## src/rtl/xga_syncgen_pkg.sv

```systemverilog
// XGA 1024x768@60 raster timing defaults and shared types
// for the sync generator and its delay line.
package xga_syncgen_pkg;

  localparam int HCNT_W = 11;
  localparam int VCNT_W = 10;
  localparam int ADDR_W = 20;

  localparam int XGA_HACTIVE = 1024;
  localparam int XGA_HFRONT  = 24;
  localparam int XGA_HWIDTH  = 136;
  localparam int XGA_HBACK   = 160;
  localparam int XGA_VACTIVE = 768;
  localparam int XGA_VFRONT  = 3;
  localparam int XGA_VWIDTH  = 6;
  localparam int XGA_VBACK   = 29;

  typedef struct packed {
    logic [3:0] r;
    logic [3:0] g;
    logic [3:0] b;
  } rgb444_t;

  typedef struct packed {
    logic       hsync;
    logic       vsync;
    logic       de;
    logic       fstart;
    logic [2:0] bar;
  } sync_bus_t;

  localparam sync_bus_t SYNC_IDLE =
    '{1'b1, 1'b1, 1'b0, 1'b0, 3'd0};

  // white, yellow, cyan, green, magenta, red, blue, black
  function automatic rgb444_t bar_rgb(
    input logic [2:0] bar
  );
    rgb444_t c;
    c.r = {4{~bar[1]}};
    c.g = {4{~bar[2]}};
    c.b = {4{~bar[0]}};
    return c;
  endfunction

endpackage

```

## src/rtl/xga_syncgen_delay.sv

```systemverilog
// Fixed-depth shift register for the sync bundle, reset to idle.
// Depth 0 is a plain pass-through.
module sync_delay
  import xga_syncgen_pkg::*;
#(
  parameter int DEPTH = 2
) (
  input  logic      clk,
  input  logic      rst_n,
  input  sync_bus_t d,
  output sync_bus_t q
);

  if (DEPTH == 0) begin : g_pass
    logic unused_clk;
    assign unused_clk = clk ^ rst_n;
    assign q = d;
  end else begin : g_pipe
    sync_bus_t sr [DEPTH];

    always_ff @(posedge clk or negedge rst_n) begin
      if (!rst_n) begin
        for (int i = 0; i < DEPTH; i++) begin
          sr[i] <= SYNC_IDLE;
        end
      end else begin
        sr[0] <= d;
        for (int i = 1; i < DEPTH; i++) begin
          sr[i] <= sr[i-1];
        end
      end
    end

    assign q = sr[DEPTH-1];
  end

endmodule

```

## src/rtl/xga_syncgen.sv

```systemverilog
// XGA raster sync generator with VRAM read-ahead addressing.
// Optional colour-bar output under SYNCGEN_TEST_PATTERN_EN.
module xga_syncgen
  import xga_syncgen_pkg::*;
#(
  parameter int HACTIVE = XGA_HACTIVE,
  parameter int HFRONT  = XGA_HFRONT,
  parameter int HWIDTH  = XGA_HWIDTH,
  parameter int HBACK   = XGA_HBACK,
  parameter int VACTIVE = XGA_VACTIVE,
  parameter int VFRONT  = XGA_VFRONT,
  parameter int VWIDTH  = XGA_VWIDTH,
  parameter int VBACK   = XGA_VBACK,
  parameter int RD_LAT  = 2
) (
  input  logic              PCK,
  input  logic              RST_N,
  output logic              RDREQ,
  output logic [ADDR_W-1:0] RDADDR,
  output logic              PHSYNC,
  output logic              PVSYNC,
  output logic              PDE,
  output logic              FRAME_START
`ifdef SYNCGEN_TEST_PATTERN_EN
  ,
  output logic [3:0]        TPAT_R,
  output logic [3:0]        TPAT_G,
  output logic [3:0]        TPAT_B
`endif
);

  localparam int HPERIOD =
    HACTIVE + HFRONT + HWIDTH + HBACK;
  localparam int VPERIOD =
    VACTIVE + VFRONT + VWIDTH + VBACK;

  if (RD_LAT < 0 || RD_LAT > 7 ||
      HACTIVE == 0 || HFRONT == 0 ||
      HWIDTH == 0 || HBACK == 0 ||
      VACTIVE == 0 || VFRONT == 0 ||
      VWIDTH == 0 || VBACK == 0 ||
      HPERIOD > (1 << HCNT_W) ||
      VPERIOD > (1 << VCNT_W)) begin : g_bad_cfg
    $error("xga_syncgen: illegal configuration");
  end

  localparam logic [HCNT_W-1:0] H_ACT =
    HCNT_W'(HACTIVE);
  localparam logic [HCNT_W-1:0] H_SB =
    HCNT_W'(HACTIVE + HFRONT);
  localparam logic [HCNT_W-1:0] H_SE =
    HCNT_W'(HACTIVE + HFRONT + HWIDTH);
  localparam logic [HCNT_W-1:0] H_LAST =
    HCNT_W'(HPERIOD - 1);
  localparam logic [VCNT_W-1:0] V_ACT =
    VCNT_W'(VACTIVE);
  localparam logic [VCNT_W-1:0] V_SB =
    VCNT_W'(VACTIVE + VFRONT);
  localparam logic [VCNT_W-1:0] V_SE =
    VCNT_W'(VACTIVE + VFRONT + VWIDTH);
  localparam logic [VCNT_W-1:0] V_LAST =
    VCNT_W'(VPERIOD - 1);

  logic [HCNT_W-1:0] hc;
  logic [VCNT_W-1:0] vc;
  logic              hwrap;
  logic              vwrap;
  logic              act;
  logic              first;
  sync_bus_t         s1;
  sync_bus_t         dq;

  assign hwrap = (hc == H_LAST);
  assign vwrap = (vc == V_LAST);
  assign act   = (hc < H_ACT) && (vc < V_ACT);
  assign first = (hc == '0) && (vc == '0);

  always_ff @(posedge PCK or negedge RST_N) begin
    if (!RST_N) begin
      hc <= '0;
      vc <= '0;
    end else if (hwrap) begin
      hc <= '0;
      vc <= vwrap ? '0 : vc + VCNT_W'(1);
    end else begin
      hc <= hc + HCNT_W'(1);
    end
  end

  // Address is a running count; it restarts on pixel (0,0)
  // and otherwise advances only on issued requests.
  always_ff @(posedge PCK or negedge RST_N) begin
    if (!RST_N) begin
      RDREQ  <= 1'b0;
      RDADDR <= '0;
      s1     <= SYNC_IDLE;
    end else begin
      RDREQ <= act;
      if (act) begin
        RDADDR <= first ? '0 : RDADDR + ADDR_W'(1);
      end
      s1.hsync  <= !((hc >= H_SB) && (hc < H_SE));
      s1.vsync  <= !((vc >= V_SB) && (vc < V_SE));
      s1.de     <= act;
      s1.fstart <= first;
      s1.bar    <= hc[9:7];
    end
  end

  sync_delay #(
    .DEPTH (RD_LAT)
  ) u_dly (
    .clk   (PCK),
    .rst_n (RST_N),
    .d     (s1),
    .q     (dq)
  );

  assign PHSYNC      = dq.hsync;
  assign PVSYNC      = dq.vsync;
  assign PDE         = dq.de;
  assign FRAME_START = dq.fstart;

`ifdef SYNCGEN_TEST_PATTERN_EN
  rgb444_t pix;

  always_comb begin
    pix = '0;
    if (dq.de) begin
      pix = bar_rgb(dq.bar);
    end
  end

  assign TPAT_R = pix.r;
  assign TPAT_G = pix.g;
  assign TPAT_B = pix.b;
`else
  logic unused_bar;
  assign unused_bar = ^dq.bar;
`endif

endmodule

```

## config.mk

```make
export PLATFORM = sky130hd
export DESIGN_NAME = xga_syncgen
export DESIGN_NICKNAME = d
export VERILOG_FILES = /design/src/rtl/xga_syncgen_pkg.sv /design/src/rtl/xga_syncgen_delay.sv /design/src/rtl/xga_syncgen.sv
export SDC_FILE = /design/constraint.sdc
export NUM_CORES = 1
export LEC_CHECK = 0
export CORE_ASPECT_RATIO = 0.9
export CORE_MARGIN = 4
export CORE_UTILIZATION = 30
export DETAILED_ROUTE_END_ITERATION = 16
export PLACE_DENSITY = 0.5
export SETUP_SLACK_MARGIN = 0.2
export SYNTH_ARGS = -nofsm -noshare
export SYNTH_HDL_FRONTEND = slang
export SYNTH_SLANG_ARGS = --single-unit
```

## constraint.sdc

```tcl
create_clock -name PCK -period 2.8 [get_ports PCK]
set_input_delay 0.42 -clock PCK [delete_from_list [all_inputs] [get_ports PCK]]
set_output_delay 0.42 -clock PCK [all_outputs]
set_load 0.005 [all_outputs]
```

==> results.toml, run 1 <==
[global_routing]
antenna_found_initial = 0
grt_overflow = 0
track_usage_pct = 10.9
grt_pass1_vias = 1814
grt_start_max_net_pins = 54
grt_pass1_wl_um = 9010

[power_and_ir_drop]
leakagePower_nw = 1.24
peakVddDrop_mv = 0.192
powerDensity_nw_per_um2 = 452

[floorplan]
ios = 27
rows = 31
die_y_um = 96.3
die_w_um = 106
core_um2 = 8220
start_util_pct = 31.6
die_area_um2 = 10200

[logic_synthesis]
synth.area.mux_share_pct = 1.25
syn_nets = 259
syn_area_um2 = 2600
syn_inst = 250
synth_compound_gate_area_share_pct = 11.9
synth.avg_cell_area_um2 = 10.4
synth_warnings = 0
synth_fa_ha_area_share_pct = 3.37
ys_types = 44
synth-edff-count = 0
synth-xor-area-share_pct = 5.06
synth-main-ff-cell = "dfrtp_1"
synthArstFlopShare_pct = 100
synth_top_family_by_area = "simple AND/OR/NAND/NOR gates"
synth_seq_area_share_pct = 51.3
synth-simple-area-share_pct = 23.7
ys_ff_latch = 53

[setup_path]
crit_buf_inv = 1
cp_cell_sequence = "a21o_1 -> inv_2 -> nand3_1 -> or4_1 -> a21oi_1"
r2r_end = "RDADDR[11]$_DFFE_PN0P_"
cp.depth = 5
end_kind = "flip-flop"
crit_path_max_incr_delay_ns = 0.58
reg2regPathDepth = 5
path_max_fanout = 12
cp-start-kind = "flip-flop"
arrival_ns = 2.27
slowest_stage = "or4_1"
path_class = "flip-flop to flip-flop"
r2r_slack_ns = 0.76
crit_required_ns = 3.03
r2r-start = "hc[10]$_DFF_PN0_"
cp_top_family = "simple AND/OR/NAND/NOR gates"

[clock_tree]
cts-hold-fix-buffers = 0
cts_made_buffers = 5
cts_tree = "built"
clk_pin_slew_ns = 0.10
ctsResizeCount = 0
cts_sinks = 53
cts.path.max_buffers = 2
clock_latency_ns = 0.30
post_cts_buffers = 0
root_buffer = "clkbuf_8"
cts_max_level = 2

[detailed_routing]
drt-pass1-iter-count = 4
post_drt_wl_per_cell_um = 13.6
viasPerCell = 5.00
drc_errors = 0
drtAntennaViolNets = 0
vias = 1955
drtIter0Drc = 85
drt-total-wl_um = 5310

[placement]
gp_congestion = 0.749
pre_cts_ws_ns = 0.760
dp_hpwl_um = 3670
portBuffers = 26

[timing]
finalCriticalPeriod_ns = 2.04
rsz0062_at_grt = "no"
finalCritPeriodShare_pct = 72.9
skew_ns = 0.00455
finalHoldViolations = 0
worst_pin_slew_ns = 0.687
slew_headroom_pct = 54.2
fmax_mhz = 490
setup_ws_ns = 0.758
tns_ns = 0
final_max_slew_viol_count = 0
final-setup-viol-count = 0

[final_layout]
layout-drive-gt1-share_pct = 11.2
nets = 284
fillers = 850
area_growth_pct = 19.2
finalCoreUtilization_pct = 37.6
insertedDiodeCount = 0

[flow_run]
cap_violations = 0

[status]
run_status = "finished, final reports clean"

[min_path]
hold_path_class = "primary input to asynchronous set/reset pin"
[synthesized netlist by cell type (all sizes together), types with 3 or more instances]
cell type  number  area [um2]
and4            5        43.8
o31ai           9        67.6
xnor2           7        61.3
or4             9        67.6
and3            3        18.8
or3             5        31.3
nand4          10        62.6
clkbuf          5        18.8
nand2          18        67.6
nand3          17        85.1
xor2            8        70.1
buf             6        42.5
ha              7        87.6
nor3           11        71.3
a21oi          14        70.1
dfrtp          47        1180
nor2           18        75.1
o21ai          11        55.1
inv             7        26.3
a21o            4        30.0
dfstp           6         158
[area by class of cell]
class | count | area, um2 | area share [%]
clock buffer | 5 | 68.8 | 2.22
tap | 115 | 144 | 4.65
clock inverter | 3 | 68.8 | 2.22
timing repair buffer | 29 | 278 | 8.97
inverter | 7 | 26.3 | 0.849
multi-input combinational | 179 | 1180 | 38.0
sequential | 53 | 1330 | 43.1
[logic make-up after synthesis]
kind of cell / after synthesis
simple gates: 106
xor+xnor: 15
flops: 53
mux: 3
fa+ha+maj: 7
compound gates: 48
buf+inv: 18
[power by group]
part           total (mW)  internal (mW)  leakage (nW)  switching, mW
clock network       0.617          0.360        0.0687          0.258
logic              0.0161        0.00139         0.493         0.0147
registers           0.765          0.765         0.680              0
total                1.40           1.13          1.24          0.272
[metrics by stage]
stage	area (um2)	std cells	power [mW]	hold WS [ns]
6_report	3100	391	1.40	0.224
2_1_floorplan	2600	250	0.780	0.124
3_3_place_gp	2960	383	0.798	0.334
4_1_cts	3100	391	1.43	0.260
3_5_place_dp	2960	383	0.798	0.335
5_1_grt	3100	391	1.46	0.296
[worst max path at each step]
stage                             end  slack, ns              start
2_1_floorplan       vc[5]$_DFFE_PN0N_       0.93    hc[7]$_DFF_PN0_
3_3_place_gp        vc[5]$_DFFE_PN0N_       0.81    hc[7]$_DFF_PN0_
3_5_place_dp   RDADDR[11]$_DFFE_PN0P_       0.76   hc[10]$_DFF_PN0_
4_1_cts        RDADDR[11]$_DFFE_PN0P_       0.74   hc[10]$_DFF_PN0_
5_1_grt        RDADDR[11]$_DFFE_PN0P_       0.65  vc[8]$_DFFE_PN0N_
6_report       RDADDR[11]$_DFFE_PN0P_       0.76   hc[10]$_DFF_PN0_
[state kept, by name, indices dropped and copies added, names as in the netlist]
| signal | flops |
|---|---|
| RDADDR | 20 |
| hc | 11 |
| vc | 10 |
| s1 | 4 |
| u_dly.g_pipe.sr | 4 |
| u_dly.q | 4 |
[metal layers]
layer	vias up	track usage [%]	part of all wire, %
li1	970	-	-
met1	957	15.9	53
met2	26	16.2	43
met3	2	2.62	3.4
met4	0	3.24	0.89
met5	-	0	0
[placed cells by master, fill, tap and decap left out, types with 6 or more instances in the layout]
cell type,instances
or4_1,9
nor3_1,9
o21ai_0,11
xnor2_1,7
nand4_1,10
nand3_1,17
inv_1,6
xor2_1,8
clkdlybuf4s50_1,25
dfrtp_1,47
o31ai_1,9
nand2_1,18
a21oi_1,14
nor2_1,17
ha_1,7
dfstp_2,6
Power figures use the tool's default switching activity.
==> inputs of run 2 (changes only) <==
- clock period: 2.8 -> 2 ns (I/O delays scaled with it)
==> run 2 against run 1 <==
Compared with the run above:
- global-route usage increased by 1.1 points
- critical endpoint is now vc[5]$_DFFE_PN0N_
- clock skew is 0.0029 ns higher
- highest routed layer unchanged
- critical path type unchanged
- non-clock buffer count up 14
==> results.toml, run 2 (same netlist as run 1, synthesis figures left out) <==
[final_layout]
layout_common_cells = "dfrtp_1, clkdlybuf4s50_1, nand2_1"
layout-drive-gt1-share_pct = 20.3
final_cell_area_um2 = 3240
fillers = 843
regArea_um2 = 1340
layout_commonest_cell = "dfrtp_1"
largest_reg_flops = 20
nets = 299
multi_input_comb_area_um2 = 1230
regMostFlops = "RDADDR"
reg_top3 = "RDADDR x20, hc x11, vc x10"
finalNonFillerCells = 406
insertedDiodeCount = 0
area_growth_pct = 24.8

[power_and_ir_drop]
swShare_pct = 21.9
p_int_mw = 1.32
power_switching_mw = 0.372
clock_power_share_pct = 35.3
seq_power_share_pct = 63.2
p_comb_share_pct = 1.5
peakVddDrop_mv = 0.264
leakagePower_nw = 1.30
powerDensity_nw_per_um2 = 523

[clock_tree]
clk_pin_slew_ns = 0.09
root_buffer = "clkbuf_8"
cts_made_buffers = 5
cts_sinks = 53
cts_max_level = 2
cts.path.max_buffers = 2
cts_tree = "built"
clock_latency_ns = 0.30
cts-hold-fix-buffers = 0

[setup_path]
r2r_end = "vc[5]$_DFFE_PN0N_"
crit_required_ns = 2.20
path_max_fanout = 6
arrival_ns = 1.95
cp-start-kind = "flip-flop"
cp_top_family = "simple AND/OR/NAND/NOR gates"
startpoint = "hc[9]$_DFF_PN0_"
cp.depth = 4
path_class = "flip-flop to flip-flop"
slowest_stage = "or4b_4"
critPathCapture = "vc[5]$_DFFE_PN0N_"
cp_cell_sequence = "or4b_4 -> or3_4 -> o2bb2ai_1 -> a21o_1"
reg2regPathDepth = 4
end_kind = "flip-flop"
crit_buf_inv = 0
r2r-start = "hc[9]$_DFF_PN0_"
crit_path_max_incr_delay_ns = 0.57
r2r_slack_ns = 0.25

[placement]
dp_hpwl_um = 4040
placed_area_um2 = 3050
portBuffers = 26
gp_congestion = 0.775
placed_cells = 392

[timing]
final_max_slew_viol_count = 0
tns_ns = 0
finalCriticalPeriod_ns = 1.75
finalCritPeriodShare_pct = 87.5
whs_ns = 0.0120
worst_pin_slew_ns = 0.633
final-setup-viol-count = 0
rsz0062_at_grt = "yes"
fmax_mhz = 571
finalHoldViolations = 0
slew_headroom_pct = 57.8
skew_ns = 0.00742

[detailed_routing]
drtIter0Drc = 80
drt-total-wl_um = 5720
drtAntennaViolNets = 0
viasPerCell = 5.02
drt-pass1-iter-count = 4
post_drt_wl_per_cell_um = 14.1
vias = 2037
drc_errors = 0

[floorplan]
core_um2 = 8220
rows = 31
ios = 27
die_w_um = 106
die_y_um = 96.3
start_util_pct = 31.6
die_area_um2 = 10200

[global_routing]
grt_pass1_wl_um = 9790
grt_overflow = 0
grt_pass1_vias = 1951
grt_start_max_net_pins = 28
track_usage_pct = 12.0
antenna_found_initial = 0

[status]
run_status = "finished, final reports clean"

[flow_run]
cap_violations = 0

[min_path]
hold_path_class = "primary input to asynchronous set/reset pin"
-- run 2: changes by cell type in the layout (fill, tap and decap cells not counted), sizes merged --
cell | before | now
or2 | 1 | 2
clkinvlp | 0 | 2
buf | 4 | 18
inv | 8 | 7
clkbuf | 5 | 6
bufinv | 2 | 0
-- run 2: routing by layer --
metal | part of all wire [%] | track usage (%) | up-vias
li1 | - | - | 1005
met1 | 51 | 17.4 | 993
met2 | 44 | 18.2 | 35
met3 | 2.8 | 2.08 | 4
met4 | 1.4 | 3.88 | 0
met5 | 0 | 0 | -
-- run 2: worst reg2reg max path: cells and delay by family (launching register included) --
family | cells | cell delay [ns]
and+or+nand+nor | 2 | 0.98
DFF | 1 | 0.39
AOI/OAI and AO/OA | 2 | 0.29
-- run 2: power by group through the flow --
stage               registers, mW   logic [mW]  clock network (mW)
global route                 1.07       0.0324               0.678
detailed placement           1.09       0.0287                   0
CTS                          1.07       0.0287               0.629
global placement             1.09       0.0292                   0
finish                       1.07       0.0261               0.598
floorplan                    1.09  0.000000420                   0
-- run 2: how the worst min path moves through the flow --
stage,from,to,slack (ns)
3_5_place_dp,u_dly.g_pipe.sr[10]$_DFF_PN0_,u_dly.q[3]$_DFF_PN0_,0.33
6_report,RST_N,vc[3]$_DFFE_PN0N_,0.01
3_3_place_gp,s1[3]$_DFF_PN0_,u_dly.g_pipe.sr[10]$_DFF_PN0_,0.33
5_1_grt,RST_N,vc[3]$_DFFE_PN0N_,0.06
2_1_floorplan,RST_N,RDADDR[0]$_DFFE_PN0P_,0.004
4_1_cts,RST_N,vc[3]$_DFFE_PN0N_,0.03
-- run 2: layout make-up --
type | instances | area share, %
Sequential cell | 53 | 41.4
Multi-Input combinational cell | 180 | 38.1
Timing Repair Buffer | 43 | 12.5
Tap cell | 115 | 4.44
Clock buffer | 6 | 2.24
Inverter | 7 | 0.888
Clock inverter | 2 | 0.463
-- run 2: metrics by stage --
stage / worst slack [ns] / util (%) / power (mW)
after floorplan: 0.172 / - / 1.09
after global placement: 0.147 / 37.1 / 1.12
after detailed placement: 0.131 / 37.1 / 1.12
after CTS: 0.210 / 38.6 / 1.73
after global routing: 0.167 / 39.4 / 1.78
final: 0.249 / 39.4 / 1.70
-- run 2: what timing repair did --
| action | CTS | global route |
|---|---|---|
| setup buffers | 0 | 4 |
| gates cloned | 1 | 1 |
| resized for setup | 5 | 14 |
| setup endpoints to repair | 24 | 22 |
| pin swaps | 2 | 7 |
